`src/rtl/csr_pkg.sv`:
```
// Shared CSR addresses, op encoding, sequencer states
// and mstatus bit positions for the machine-mode CSR file.
package csr_pkg;

  localparam logic [11:0] CSR_MSTATUS   = 12'h300;
  localparam logic [11:0] CSR_MTVEC     = 12'h305;
  localparam logic [11:0] CSR_MSCRATCH  = 12'h340;
  localparam logic [11:0] CSR_MEPC      = 12'h341;
  localparam logic [11:0] CSR_MCAUSE    = 12'h342;
  localparam logic [11:0] CSR_MCYCLE    = 12'hB00;
  localparam logic [11:0] CSR_MINSTRET  = 12'hB02;
  localparam logic [11:0] CSR_MCYCLEH   = 12'hB80;
  localparam logic [11:0] CSR_MINSTRETH = 12'hB82;
  localparam logic [11:0] CSR_CYCLE     = 12'hC00;
  localparam logic [11:0] CSR_INSTRET   = 12'hC02;
  localparam logic [11:0] CSR_CYCLEH    = 12'hC80;
  localparam logic [11:0] CSR_INSTRETH  = 12'hC82;
  localparam logic [11:0] CSR_MHARTID   = 12'hF14;

  typedef enum logic [1:0] {
    CSR_WRITE = 2'd0,
    CSR_SET   = 2'd1,
    CSR_CLEAR = 2'd2,
    CSR_NONE  = 2'd3
  } csr_op_e;

  typedef enum logic [1:0] {
    S_IDLE,
    S_TRAP_SAVE,
    S_TRAP_JUMP,
    S_MRET_JUMP
  } state_e;

  localparam int MSTATUS_MIE  = 3;
  localparam int MSTATUS_MPIE = 7;

endpackage

```
`src/rtl/csr_counter64.sv`:
```
// 64-bit counter, low/high halves separately writable.
// A write to either half suppresses the carry for that cycle.
module csr_counter64 (
  input  logic        clk,
  input  logic        rst,
  input  logic        i_inc,
  input  logic        i_wr_lo,
  input  logic        i_wr_hi,
  input  logic [31:0] i_wdata,
  output logic [63:0] o_count
);

  logic [31:0] r_lo;
  logic [31:0] r_hi;
  logic        w_carry;

  assign w_carry = i_inc & (r_lo == 32'hFFFF_FFFF)
                 & ~i_wr_lo & ~i_wr_hi;
  assign o_count = {r_hi, r_lo};

  always_ff @(posedge clk or posedge rst) begin
    if (rst) begin
      r_lo <= '0;
      r_hi <= '0;
    end else begin
      if (i_wr_lo)    r_lo <= i_wdata;
      else if (i_inc) r_lo <= r_lo + 32'd1;
      if (i_wr_hi)      r_hi <= i_wdata;
      else if (w_carry) r_hi <= r_hi + 32'd1;
    end
  end

endmodule

```
`src/rtl/csr_unit.sv`:
```
// Machine-mode CSR file with cycle/instret counters and
// a small sequencer for trap entry and mret redirects.
module csr_unit
  import csr_pkg::*;
#(
  parameter logic [31:0] MTVEC_RESET = 32'h0000_0000,
  parameter logic [31:0] HART_ID     = 32'h0000_0000
) (
  input  logic        clk,
  input  logic        rst,
  input  logic [11:0] csr_adr,
  input  logic [1:0]  csr_op_ctr,
  input  logic        csr_imm_en,
  input  logic        csr_read_en,
  input  logic        csr_wr_en,
  input  logic [4:0]  rs1_adr,
  input  logic [31:0] rs1_data,
  input  logic [31:0] pc,
  input  logic        instr_retire,
  input  logic        trap_req,
  input  logic [31:0] trap_cause,
  input  logic        mret,
  output logic [31:0] csr_rdata,
  output logic        illegal,
  output logic        stall,
  output logic        redirect,
  output logic [31:0] redirect_pc
);

  state_e      r_state;
  state_e      w_state_nxt;
  logic        r_mie;
  logic        r_mpie;
  logic [31:0] r_mtvec;
  logic [31:0] r_mscratch;
  logic [31:0] r_mepc;
  logic [31:0] r_mcause;
  logic [31:0] r_pc_cap;
  logic [31:0] r_cause_cap;
  logic [63:0] w_cycle;
  logic [63:0] w_instret;
  logic [31:0] w_operand;
  logic [31:0] w_old;
  logic [31:0] w_new;
  logic        w_hit;
  logic        w_wr;
  logic        w_unused;

  assign w_operand = csr_imm_en ? {27'b0, rs1_adr} : rs1_data;
  assign w_unused  = ^r_pc_cap[1:0];

  always_comb begin
    w_hit = 1'b1;
    w_old = '0;
    unique case (csr_adr)
      CSR_MSTATUS:   w_old = {19'b0, 2'b11, 3'b0, r_mpie,
                              3'b0, r_mie, 3'b0};
      CSR_MTVEC:     w_old = r_mtvec;
      CSR_MSCRATCH:  w_old = r_mscratch;
      CSR_MEPC:      w_old = r_mepc;
      CSR_MCAUSE:    w_old = r_mcause;
      CSR_MCYCLE,
      CSR_CYCLE:     w_old = w_cycle[31:0];
      CSR_MCYCLEH,
      CSR_CYCLEH:    w_old = w_cycle[63:32];
      CSR_MINSTRET,
      CSR_INSTRET:   w_old = w_instret[31:0];
      CSR_MINSTRETH,
      CSR_INSTRETH:  w_old = w_instret[63:32];
      CSR_MHARTID:   w_old = HART_ID;
      default:       w_hit = 1'b0;
    endcase
  end

  always_comb begin
    w_new = w_old;
    unique case (csr_op_e'(csr_op_ctr))
      CSR_WRITE: w_new = w_operand;
      CSR_SET:   w_new = w_old | w_operand;
      CSR_CLEAR: w_new = w_old & ~w_operand;
      CSR_NONE:  w_new = w_old;
    endcase
  end

  assign csr_rdata = w_old;
  assign illegal   = (csr_read_en | csr_wr_en)
                   & (~w_hit | (csr_wr_en & (csr_adr[11:10] == 2'b11)));
  assign w_wr      = (r_state == S_IDLE) & csr_wr_en & ~illegal
                   & (csr_op_ctr != CSR_NONE);

  csr_counter64 u_mcycle (
    .clk     (clk),
    .rst     (rst),
    .i_inc   (1'b1),
    .i_wr_lo (w_wr & (csr_adr == CSR_MCYCLE)),
    .i_wr_hi (w_wr & (csr_adr == CSR_MCYCLEH)),
    .i_wdata (w_new),
    .o_count (w_cycle)
  );

  csr_counter64 u_minstret (
    .clk     (clk),
    .rst     (rst),
    .i_inc   (instr_retire),
    .i_wr_lo (w_wr & (csr_adr == CSR_MINSTRET)),
    .i_wr_hi (w_wr & (csr_adr == CSR_MINSTRETH)),
    .i_wdata (w_new),
    .o_count (w_instret)
  );

  always_ff @(posedge clk or posedge rst) begin
    if (rst) r_state <= S_IDLE;
    else     r_state <= w_state_nxt;
  end

  always_comb begin
    w_state_nxt = r_state;
    stall       = 1'b1;
    redirect    = 1'b0;
    redirect_pc = '0;
    unique case (r_state)
      S_IDLE: begin
        stall = 1'b0;
        if (trap_req)  w_state_nxt = S_TRAP_SAVE;
        else if (mret) w_state_nxt = S_MRET_JUMP;
      end
      S_TRAP_SAVE: w_state_nxt = S_TRAP_JUMP;
      S_TRAP_JUMP: begin
        redirect    = 1'b1;
        redirect_pc = r_mtvec;
        w_state_nxt = S_IDLE;
      end
      S_MRET_JUMP: begin
        redirect    = 1'b1;
        redirect_pc = r_mepc;
        w_state_nxt = S_IDLE;
      end
    endcase
  end

  // Trap pc/cause are latched on acceptance; mepc updates one cycle later.
  always_ff @(posedge clk or posedge rst) begin
    if (rst) begin
      r_mie       <= 1'b0;
      r_mpie      <= 1'b0;
      r_mtvec     <= MTVEC_RESET & ~32'h3;
      r_mscratch  <= '0;
      r_mepc      <= '0;
      r_mcause    <= '0;
      r_pc_cap    <= '0;
      r_cause_cap <= '0;
    end else begin
      if ((r_state == S_IDLE) && trap_req) begin
        r_pc_cap    <= pc;
        r_cause_cap <= trap_cause;
      end
      if (w_wr && (csr_adr == CSR_MSTATUS)) begin
        r_mie  <= w_new[MSTATUS_MIE];
        r_mpie <= w_new[MSTATUS_MPIE];
      end
      if (w_wr && (csr_adr == CSR_MTVEC))
        r_mtvec <= {w_new[31:2], 2'b00};
      if (w_wr && (csr_adr == CSR_MSCRATCH))
        r_mscratch <= w_new;
      if (w_wr && (csr_adr == CSR_MEPC))
        r_mepc <= {w_new[31:2], 2'b00};
      if (w_wr && (csr_adr == CSR_MCAUSE))
        r_mcause <= w_new;
      if (r_state == S_TRAP_SAVE) begin
        r_mepc   <= {r_pc_cap[31:2], 2'b00};
        r_mcause <= r_cause_cap;
        r_mpie   <= r_mie;
        r_mie    <= 1'b0;
      end
      if (r_state == S_MRET_JUMP) begin
        r_mie  <= r_mpie;
        r_mpie <= 1'b1;
      end
    end
  end

endmodule

```
`config.mk`:
```
export PLATFORM = sky130hd
export DESIGN_NAME = csr_unit
export DESIGN_NICKNAME = d
export VERILOG_FILES = /design/src/rtl/csr_pkg.sv /design/src/rtl/csr_counter64.sv /design/src/rtl/csr_unit.sv
export SDC_FILE = /design/constraint.sdc
export NUM_CORES = 1
export LEC_CHECK = 0
export CORE_MARGIN = 2
export CORE_UTILIZATION = 41
export CTS_CLUSTER_SIZE = 10
export DETAILED_ROUTE_END_ITERATION = 10
export MAX_ROUTING_LAYER = met4
export SYNTH_ARGS = -nofsm -noshare
export SYNTH_HDL_FRONTEND = slang
export SYNTH_SLANG_ARGS = --single-unit
```
`constraint.sdc`:
```
create_clock -name clk -period 25.2 [get_ports clk]
set_input_delay 6.3 -clock clk [delete_from_list [all_inputs] [get_ports clk]]
set_output_delay 6.3 -clock clk [all_outputs]
set_load 0.02 [all_outputs]
```
==> results by group <==
Final layout
  – Final net count: 2128
  – Share of layout cells above drive strength 1: between 10% and 20%
  – Commonest non-fill, non-tap cell in the layout: dfrtp_1
  – Synth-to-layout area growth: 18.22%
  – Final core utilization: 48.99%
  – Most frequent cells in the layout: 317 x dfrtp_1, 184 x clkdlybuf4s50_1, 129 x a21oi_1, 128 x nor2_1, 111 x nand2_1
  – Fin cells: 2618

Job
  – Max_cap viols: 0

Synthesis
  – Seq/Total Area, Yosys: 42.50%
  – Yosys cell types: 93
  – Synth Instances: ~1900
  – Number of flops mapped to enable cells by yosys: 0
  – Async SR Flop Fraction: between 90% and 100%
  – Post-synthesis register bit count: between 300 and 400
  – Yosys warnings: 0
  – Predominant post-synthesis flop cell: dfrtp_1
  – Mapped Area: 18720 sq um
  – Avg Synthesized Cell Area: ~10 sq um

Placed design
  – Placed cell count: 2559
  – Dpl ws: 8.837 ns
  – Final Wtd Congestion: 1.006
  – HPWL Detailed: 50370 microns
  – IO Port Bufs: 185

Timing
  – Max_slew headroom: 18.64%
  – RSZ-0062 raised after global routing: no
  – Hold Fails Final Rpt: 0
  – Clock skew: 0.01991 ns
  – Least-Margin Pin Slew: 1.209 ns
  – Min cycle time layout: 16.44 ns
  – Setup ws final: just under 9 ns
  – Fin crit share: between 60% and 70%
  – Final setup violation count: 0
  – Max Slew Vio Count: 0
  – Max Fclk: 60.84 MHz
  – Setup_tns: 0 ns

Clock tree
  – CTS tree: done
  – Clock Pin Slew Worst Setup and Hold Paths: 0.05 ns
  – Clk buf depth: 3
  – Root Buffer: clkbuf_16
  – Cts repair resizes: 0
  – Clk_lat worst skew: 0.56 ns
  – CTS buffer count: 40
  – H-tree levels: 2
  – # Post-CTS Setup Buffers: 0
  – Clk sinks: 318
  – Post-CTS Hold Buffers: 0

Routing
  – Antenna Nets Post-Route: 0
  – Drt pass-1 iters: 7
  – Vias: between 15000 and 20000
  – WL per Instance: 26.83 microns
  – # DRC: 0
  – Vias per inst: 6.325
  – Routed WL: 70240 microns
  – Initial drt markers: ~2100

Global routing
  – Global-route wire length before repair: 104700 microns
  – Pin count of the biggest net entering global routing: 126
  – Congestion Overflow GR: 0
  – Vias in the first global route: 15920
  – Tot GR Track Use: 30.44%
  – Initial antenna violation count: 0

Pwr
  – Clock network power share: 32.0%
  – Static Leak: 8.690 nW
  – Power per cell area: 75.96 nW/um^2
  – Comb pwr share: about a quarter
  – Sw frac: 32.50%
  – Seq pwr share: 44.0%
  – P_sw: 0.0005465 W
  – Int Pwr: roughly 0.0011 W
  – Peak supply drop: 88.23 uV

Worst setup path
  – Worst R2R End: u_minstret.r_hi[23]
  – Worst Setup End Kind: output pin
  – CP arrival: 10.14 ns
  – Crit. Startpoint: csr_adr[9]
  – Max FO, Critical Path: 15
  – Reg2reg setup slack: about 22 ns
  – R2R depth: 7
  – CP required: 18.90 ns
  – Critical Path End: csr_rdata[11]
  – Setup Crit Path Kind: in -> out
  – Launch point of the worst reg-to-reg path: r_state[0]
  – CP startpoint kind: primary input

Run status
  – Status: completed

Floorplan
  – Die width: 217.7 microns
  – Io pins: 190
  – Die Y: 217.7 microns
  – Die area: between 40000 and 50000 sq um
  – Core area: ~45000 sq um
  – Initial Util: 41.44%
  – # rows: 78

Hold path
  – Worst hold stages: 2
  – Hold crit path type: reg -> reg
  – Worst Hold Launch: r_mscratch[24]
[metal layers]
metal  vias to the layer above  global-route usage [%]  wire [microns]
li1                       7230                       -               -
met1                      8317                   43.00           30700
met4                         0                   11.60            2661
met5                         -                       -               0
met3                       146                   4.854            6169
met2                       865                   43.79           30710
[worst min path at each step]
stage	end
after global routing	r_mscratch[31]
after CTS	r_mscratch[31]
after detailed placement	r_mscratch[31]
after floorplan	r_mscratch[10]
final	r_mscratch[24]
after global placement	r_mscratch[18]
[worst max-delay path, cell delays in order]
cell             delay, ns
clkdlybuf4s50_1       0.62
nand4bb_1             0.85
a211oi_4              1.09
a22o_1                0.32
or4_1                 0.29
clkdlybuf4s50_1       0.66
[power by group through the flow]
stage	clock network (W)	logic [W]	registers (W)
2_1_floorplan	0	0.000296	0.000686
3_3_place_gp	0	0.000391	0.000738
3_5_place_dp	0	0.000400	0.000741
4_1_cts	0.000543	0.000404	0.000734
5_1_grt	0.000563	0.000443	0.000750
6_report	0.000538	0.000403	0.000740
[flip-flops by register name, summed over array words and instances (netlist names)]
signal and flops:
r_cause_cap 32, r_mcause 32, r_mscratch 32, u_mcycle.r_hi 32, u_mcycle.r_lo 32, u_minstret.r_hi 32, u_minstret.r_lo 32, r_mepc 30
r_mtvec 30, r_pc_cap 30, r_state 2, r_mie 1, r_mpie 1
[through the flow]
stage	area, sq um	hold slack [ns]	power (W)
2_1_floorplan	18730	0.4517	0.0009822
3_5_place_dp	20960	0.4720	0.001142
4_1_cts	22130	0.4839	0.001681
3_3_place_gp	20960	0.4647	0.001128
6_report	22140	0.4788	0.001682
5_1_grt	22130	0.5058	0.001756
[Yosys cell counts (10+ instances only)]
cell type	n	area share, %
and3_1	19	0.63
dfrtp_1	318	42
nor4_2	22	1.5
buf_4	10	0.40
a221oi_1	10	0.47
o21ai_0	19	0.51
clkbuf_1	65	1.3
buf_1	13	0.26
xor2_1	13	0.61
a22oi_1	83	3.3
nand3_1	73	2.0
nand2b_1	36	1.2
nand2_1	111	2.2
nor3_1	46	1.2
inv_1	21	0.42
a222oi_1	25	1.3
a21o_1	22	0.88
mux2_2	90	5.4
nor2_1	133	2.7
o21a_1	10	0.40
xnor2_1	104	4.9
and4_1	15	0.70
and2_1	10	0.33
buf_6	11	0.66
mux2i_1	101	5.4
nor4_1	10	0.33
o21ai_1	81	2.2
nand4_1	44	1.5
buf_2	40	1.1
nor2b_1	34	1.1
a22o_1	10	0.47
a21oi_1	130	3.5
[area by class of cell]
type                       instances  area (sq um)
multi-input combinational       1404         10080
sequential                       318          7959
timing repair buffer             216          2079
clock buffer                      51          1102
inverter                          21         86.33
tap                              600         750.7
clock inverter                     7         75.07
antenna                            1         2.502
fill                            4173         23050
[kinds of logic (layout without fill, tap and decap cells)]
logic type / count (synthesis) / count (layout) / synth area share, %
and+or+nand+nor: 607 / 607 / 18.31
AOI/OAI and AO/OA: 483 / 483 / 18.50
DFF: 318 / 318 / 42.50
muxes: 191 / 191 / 10.81
buffers and inverters: 160 / 295 / 4.116
xor gates and xnor gates: 117 / 117 / 5.473
adders and majority gates: 4 / 4 / 0.2673
other: 1 / 3 / 0.02003
No activity file was read; power rests on OpenSTA's default activity.
